## src/rtl/wptr_full_ctrl_if.sv

```systemverilog
// Producer-side bundle of the async FIFO write controller: write request,
// synchronized read pointer, memory write port and write-side status flags.
interface wptr_full_ctrl_if #(
  parameter int ADDR_WIDTH = 4
);
  logic                  winc;
  logic                  wovf_clr;
  logic [ADDR_WIDTH:0]   rptr_gray_sync;
  logic                  wen;
  logic [ADDR_WIDTH-1:0] waddr;
  logic [ADDR_WIDTH:0]   wptr_gray;
  logic                  wfull;
  logic                  walmost_full;
  logic                  woverflow;
  logic [ADDR_WIDTH:0]   wlevel;

  modport master (
    output winc, wovf_clr, rptr_gray_sync,
    input  wen, waddr, wptr_gray, wfull, walmost_full, woverflow, wlevel
  );

  modport slave (
    input  winc, wovf_clr, rptr_gray_sync,
    output wen, waddr, wptr_gray, wfull, walmost_full, woverflow, wlevel
  );
endinterface

```

## src/rtl/wptr_full_ctrl.sv

```systemverilog
// Write-domain pointer and flag logic of an async FIFO: binary/Gray write
// pointer, registered full/almost-full/level against the synchronized read pointer.
module wptr_full_ctrl #(
  parameter int ADDR_WIDTH   = 4,
  parameter int AFULL_THRESH = 14
) (
  input  logic           wclk,
  input  logic           wrst,
  wptr_full_ctrl_if.slave bus
);
  localparam int PW = ADDR_WIDTH + 1;
  localparam logic [PW-1:0] AFULL_T = AFULL_THRESH[PW-1:0];

  logic [PW-1:0] wbin_q, wbin_d;
  logic [PW-1:0] wgray_q, wgray_d;
  logic [PW-1:0] wlevel_q, wlevel_d;
  logic          wfull_q, wfull_d;
  logic          wafull_q, wafull_d;
  logic          wovf_q, wovf_d;

  logic          wen;
  logic [PW-1:0] rbin_s;
  logic [PW-1:0] rgray_full;

  always_comb begin
    wen     = bus.winc & ~wfull_q;
    wbin_d  = wbin_q + {{ADDR_WIDTH{1'b0}}, wen};
    wgray_d = (wbin_d >> 1) ^ wbin_d;

    rbin_s = '0;
    for (int i = 0; i < PW; i++) rbin_s[i] = ^(bus.rptr_gray_sync >> i);

    // Full when the next write pointer equals the read pointer one lap ahead.
    rgray_full = {~bus.rptr_gray_sync[ADDR_WIDTH:ADDR_WIDTH-1],
                  bus.rptr_gray_sync[ADDR_WIDTH-2:0]};
    wfull_d    = (wgray_d == rgray_full);

    wlevel_d = wbin_d - rbin_s;
    wafull_d = (wlevel_d >= AFULL_T);

    wovf_d = wovf_q;
    if (bus.winc & wfull_q) wovf_d = 1'b1;
    else if (bus.wovf_clr)  wovf_d = 1'b0;
  end

  always_ff @(posedge wclk or posedge wrst) begin
    if (wrst) begin
      wbin_q   <= '0;
      wgray_q  <= '0;
      wlevel_q <= '0;
      wfull_q  <= 1'b0;
      wafull_q <= 1'b0;
      wovf_q   <= 1'b0;
    end else begin
      wbin_q   <= wbin_d;
      wgray_q  <= wgray_d;
      wlevel_q <= wlevel_d;
      wfull_q  <= wfull_d;
      wafull_q <= wafull_d;
      wovf_q   <= wovf_d;
    end
  end

  assign bus.wen          = wen;
  assign bus.waddr        = wbin_q[ADDR_WIDTH-1:0];
  assign bus.wptr_gray    = wgray_q;
  assign bus.wfull        = wfull_q;
  assign bus.walmost_full = wafull_q;
  assign bus.woverflow    = wovf_q;
  assign bus.wlevel       = wlevel_q;
endmodule

```

## src/flat_wrapper.sv

```systemverilog
// flat-port wrapper written by rule: the top's interface ports become plain ports
module wptr_full_ctrl_flat 
#(
  parameter int ADDR_WIDTH   = 4,
  parameter int AFULL_THRESH = 14
)
  (wclk, wrst, bus_winc, bus_wovf_clr, bus_rptr_gray_sync, bus_wen, bus_waddr, bus_wptr_gray, bus_wfull, bus_walmost_full, bus_woverflow, bus_wlevel);
  wptr_full_ctrl_if #(.ADDR_WIDTH(ADDR_WIDTH)) bus_i ();
  input  logic wclk;
  input  logic wrst;
  input wire logic [$bits(bus_i.winc)-1:0] bus_winc;
  input wire logic [$bits(bus_i.wovf_clr)-1:0] bus_wovf_clr;
  input wire logic [$bits(bus_i.rptr_gray_sync)-1:0] bus_rptr_gray_sync;
  output wire logic [$bits(bus_i.wen)-1:0] bus_wen;
  output wire logic [$bits(bus_i.waddr)-1:0] bus_waddr;
  output wire logic [$bits(bus_i.wptr_gray)-1:0] bus_wptr_gray;
  output wire logic [$bits(bus_i.wfull)-1:0] bus_wfull;
  output wire logic [$bits(bus_i.walmost_full)-1:0] bus_walmost_full;
  output wire logic [$bits(bus_i.woverflow)-1:0] bus_woverflow;
  output wire logic [$bits(bus_i.wlevel)-1:0] bus_wlevel;
  assign bus_i.winc = bus_winc;
  assign bus_i.wovf_clr = bus_wovf_clr;
  assign bus_i.rptr_gray_sync = bus_rptr_gray_sync;
  assign bus_wen = bus_i.wen;
  assign bus_waddr = bus_i.waddr;
  assign bus_wptr_gray = bus_i.wptr_gray;
  assign bus_wfull = bus_i.wfull;
  assign bus_walmost_full = bus_i.walmost_full;
  assign bus_woverflow = bus_i.woverflow;
  assign bus_wlevel = bus_i.wlevel;
  wptr_full_ctrl #(.ADDR_WIDTH(ADDR_WIDTH), .AFULL_THRESH(AFULL_THRESH)) u_core (.wclk(wclk), .wrst(wrst), .bus(bus_i));
endmodule
```

## config.mk

```make
export PLATFORM = sky130hd
export DESIGN_NAME = wptr_full_ctrl_flat
export DESIGN_NICKNAME = d
export VERILOG_FILES = /design/src/rtl/wptr_full_ctrl_if.sv /design/src/rtl/wptr_full_ctrl.sv /design/src/flat_wrapper.sv
export SDC_FILE = /design/constraint.sdc
export NUM_CORES = 1
export LEC_CHECK = 0
export ABC_AREA = 1
export CAP_MARGIN = 0
export CORE_MARGIN = 4
export CORE_UTILIZATION = 30
export DETAILED_ROUTE_END_ITERATION = 6
export SYNTH_ARGS = -nofsm -noshare
export SYNTH_HDL_FRONTEND = slang
export SYNTH_SLANG_ARGS = --single-unit
```

## constraint.sdc

```tcl
create_clock -name wclk -period 2.6 [get_ports wclk]
set_input_delay 0.26 -clock wclk [delete_from_list [all_inputs] [get_ports wclk]]
set_output_delay 0.26 -clock wclk [all_outputs]
set_load 0.05 [all_outputs]
```

# Word-level counts from Yosys, hierarchy flattened
# Cells that the tools add are included.
[word_totals]
inputBits = 9
reg_bits = 18
out_inout_bits = 18
[op_classes]
mux = 2
bitwise_logic = 5
add_sub_neg = 2
n_eq_ne = 1
n_lt_le_gt_ge = 1
n_reduce_logical = 6
[op_table]
columns = ["cell", "count"]
rows = [
  ["$reduce_xor A5 Y1", 5],
  ["$add A5 B1 Y5", 1],
  ["$eq A5 B5 Y1", 1],
  ["$ge A5 B4 Y1 const B", 1],
  ["$sub A5 B5 Y5", 1],
  ["$xor A4 B5 Y5", 1],
  ["$and A1 B1 Y1", 2],
  ["$mux W1", 2],
  ["$not A2 Y2", 1],
  ["$reduce_bool A2 Y1", 1],
  ["$not A1 Y1", 1],
]

# Logic depth before layout (Yosys ltp)
[logic_depth]
depth_word = 5
ltp_mapped = 16

# Worst setup path after synthesis
# Ideal clock, no wire load.
[synth_path]
path_type = "reg2reg"
startpoint = "register u_core.wfull_q (netlist: u_core.bus.wfull)"
endpoint = "register u_core.wlevel_q[3] (netlist: u_core.bus.wlevel[3])"
stages_incl_launch_ff = 12
synth_period_minus_slack_ns = 3.116
arrival_time_ns = 2.997
setup_slack_ns = -0.516
required_time_ns = 2.481
path_cell_list = "dfrtp_1 -> nor2_1 -> ha_1 -> ha_1 -> nand2_1 -> nand2_2 -> inv_1 -> ha_1 -> inv_1 -> o211ai_1 -> nand3_1 -> and2_1"
[synth_via]
elab_chain_len = 4
[synth_lines]
columns = ["element", "line", "text"]
rows = [
  ["from (decl)", "wptr_full_ctrl.sv:17", "logic wfull_q, wfull_d;"],
  ["from (signal assigned)", "wptr_full_ctrl.sv:58", "wfull_q <= wfull_d;"],
  ["$not A1 Y1", "wptr_full_ctrl.sv:26", "wen = bus.winc & ~wfull_q;"],
  ["$and A1 B1 Y1", "wptr_full_ctrl.sv:26", ""],
  ["net bus_wen", "flat_wrapper.sv:14", "output wire logic [$bits(bus_i.wen)-1:0] bus_wen;"],
  ["$add A5 B1 Y5", "wptr_full_ctrl.sv:27", "wbin_d = wbin_q + {{ADDR_WIDTH{1'b0}}, wen};"],
  ["net u_core.wbin_d[2]", "wptr_full_ctrl.sv:14", "logic [PW-1:0] wbin_q, wbin_d;"],
  ["$sub A5 B5 Y5", "wptr_full_ctrl.sv:38", "wlevel_d = wbin_d - rbin_s;"],
  ["net u_core.wlevel_d[3]", "wptr_full_ctrl.sv:16", "logic [PW-1:0] wlevel_q, wlevel_d;"],
  ["to (signal assigned)", "wptr_full_ctrl.sv:57", "wlevel_q <= wlevel_d;"],
  ["to (decl)", "wptr_full_ctrl.sv:16", ""],
]
# The timed path passes the listed nets, and every way through them passes these cells.
# A chain may end at the register's enable or synchronous reset.

# Worst setup path after layout
[layout_path]
startpoint = "input bus_rptr_gray_sync[4]"
endpoint = "register u_core.wafull_q (netlist: u_core.bus.walmost_full)"
[layout_via]
elab_chain_len = 3
[layout_lines]
columns = ["element", "line", "text"]
rows = [
  ["from (decl)", "flat_wrapper.sv:13", "input wire logic [$bits(bus_i.rptr_gray_sync)-1:0] bus_rptr_gray_sync;"],
  ["$reduce_xor A5 Y1", "wptr_full_ctrl.sv:31", "for (int i = 0; i < PW; i++) rbin_s[i] = ^(bus.rptr_gray_sync >> i);"],
  ["$sub A5 B5 Y5 *", "wptr_full_ctrl.sv:38", ""],
  ["$ge A5 B4 Y1 *", "wptr_full_ctrl.sv:39", "wafull_d = (wlevel_d >= AFULL_T);"],
  ["net u_core.wafull_d", "wptr_full_ctrl.sv:18", "logic wafull_q, wafull_d;"],
  ["to (signal assigned)", "wptr_full_ctrl.sv:59", "wafull_q <= wafull_d;"],
  ["to (decl)", "wptr_full_ctrl.sv:18", ""],
]
# Mark *: on every way through the listed nets, which the timed path passes. The rest lies on a longest branch.

==> impl_metrics.yaml <==
setup_path:
  crit_fanout: 4
  endpoint: "u_core.bus.walmost_full"
  worstReg2RegStart: "u_core.bus.wfull"
  cp-start-kind: "input pin"
  crit_type: "input pin to register"
  r2r_setup_slack_ps: 460
  rr_endpoint: "u_core.bus.wlevel[3]"
  rr_worst_depth: 11
  end_kind: "register"
  crit_chain: "clkdlybuf4s50_1 -> xnor2_2 -> xnor2_2 -> xor2_1 -> ha_1 -> fa_1 -> o21ai_0 -> nand2_1 -> nand2_1 -> nand2_1 -> nand2_1 -> nand2_1"
  cpPeakStageDelay_ps: 490
  required_ps: 2790
  crit_path_start: "bus_rptr_gray_sync[4]"
  crit_top_cell: "nand2_1"
  worstPathArrival_ps: 2510
  slowest_stage: "clkdlybuf4s50_1"
clocking:
  htree_num_levels: 1
  holdBufCountCts: 0
  cts_num_sinks: 17
  cts_setup_buffers: 0
  cts-root-buf: "clkbuf_4"
  clock_latency_ps: 300
  clk_path_buf_depth: 2
  post_cts_resized: 0
  numCtsBuffers: 3
  path_clk_slew_ps: 100
  cts_tree: "yes"
global_route:
  grt_usage: 0.125
  antenna_found_initial: 0
  grt_pass1_vias: 965
  grt_pass1_wl_um: 4100
  overflow: 0
  grt_max_degree: 18
yosys:
  ys_ff_latch: 17
  synthesis.nets: 139
  yosysWarnings: 0
  synth_cell_types: 16
  yosysTopAreaCellShare: 0.428
  synth_area_per_cell_sq_um: 8.01
  syn-cell-area_sq_um: 993
  synth_top_cell_by_area: "dfrtp_1"
  yosysSeqAreaShare: 0.428
  synth_area_leaders: "dfrtp_1 43%, nand2_1 14%, inv_1 9.1%, nand3_1 8.6%, ha_1 6.3%"
  synthCells: 124
floorplan:
  core_sq_mm: 0.00310
  dieHeight_um: 65.5
  die_area_sq_mm: 0.00430
  initial_core_util: 0.320
  num_rows: 20
  boundaryPins: 27
  die_w_um: 65.5
placed_design:
  place_ws_ps: -25.7
  place_congestion: 0.797
  numPortBuffers: 26
  post-dp-hpwl_um: 1830
layout:
  layout_commonest_cell: "nand2_1"
  final_cell_mix: "36 x nand2_1, 26 x clkdlybuf4s50_1, 24 x inv_1"
  syn_to_final_growth_pct: 41.3
  final_nets: 178
  nFillCells: 334
  antennaDiodeCount: 0
  drive_above_1_share: 0.123
  final_core_util: 0.452
timing:
  max_freq_mhz: 430
  drv_slew: 0
  hold_viol_final: 0
  period_needed_ps: 2320
  relSlewSlack: 0.556
  clock_skew_ps: 7.71
  hold-worst-slack_ps: 351
  setup_slack_ps: 276
  setup_violations: 0
  rsz0062_at_grt: "no"
  post-route-period-util: 0.894
  tightest_slew_ps: 666
detailed_routing:
  first_iter_violations: 18
  wl_met2_um: 1090
  vias: 906
  dr.pass1.iters: 4
  totalWireLength_um: 2230
  antenna_left: 0
  drc: 0
  wire_per_inst_um: 10.8
  vias_per_cell: 4.40
  met1_length_um: 985
  wl_met3_um: 95
  top_layer: "met4"
run_status:
  outcome: "finished, final reports clean"
hold_path:
  hp-class: "input pin to asynchronous set/reset pin"
flow_run:
  cap_violations: 0
kinds of logic after synthesis:
kind of cell / share of synthesized area
compound gates: 0.0176
xor+xnor: 0.0680
simple gates: 0.312
buf+inv: 0.0907
flops: 0.428
fa+ha+maj: 0.0831
routing by layer:
metal	vias to the layer above	track usage
met5	-	0
met4	0	0.0699
met3	5	0.0222
met2	24	0.214
met1	413	0.146
li1	464	-
critical path: cells and delay by family:
kind / cells / cell delay (ps)
xor gates and xnor gates: 3 / 640
adders and majority gates: 2 / 630
buffers and inverters: 1 / 490
AOI/OAI and AO/OA: 1 / 170
and+or+nand+nor: 5 / 320
flip-flops by register name, indices dropped and copies added, names as in the netlist:
name and flops:
u_core.bus.wlevel 5, u_core.wbin_q 5, u_core.bus.wptr_gray 4, u_core.bus.walmost_full 1, u_core.bus.wfull 1, u_core.bus.woverflow 1
synth_stat cells, drive strengths merged:
cell,instances
inv,24
nand2,41
ha,5
and2,1
dfrtp,17
nand4,3
nand3b,3
nor2,3
xnor2,4
o21ai,2
fa,1
nand3,17
o211ai,1
xor2,2
cell type report:
class,count,area (sq um),area share
multi-input cells,83,485,0.346
flip-flops and latches,17,427,0.304
repair buffers,34,320,0.228
inverters,24,90.1,0.0642
well taps,44,55.1,0.0392
clock buffers,4,26.3,0.0187
through the flow:
stage	std cells	area, sq um	setup TNS, ps
after floorplan	124	1000	0
after global placement	202	1380	0
after detailed placement	202	1380	-40.9
after CTS	206	1400	0
after global routing	206	1400	0
final	206	1400	0
worst min path at each step:
stage          cells after the start            startpoint                       to  slack (ps)
2_1_floorplan                      1                  wrst  u_core.bus.walmost_full         190
3_3_place_gp                       2  u_core.bus.woverflow     u_core.bus.woverflow         510
3_5_place_dp                       2  u_core.bus.woverflow     u_core.bus.woverflow         540
4_1_cts                            2                  wrst  u_core.bus.wptr_gray[3]         380
5_1_grt                            2                  wrst  u_core.bus.wptr_gray[3]         410
6_report                           2                  wrst         u_core.wbin_q[4]         350
Power is left out: the tool's default activity adds up to more than one toggle a clock period on the data nets, which glitch-free logic cannot reach.
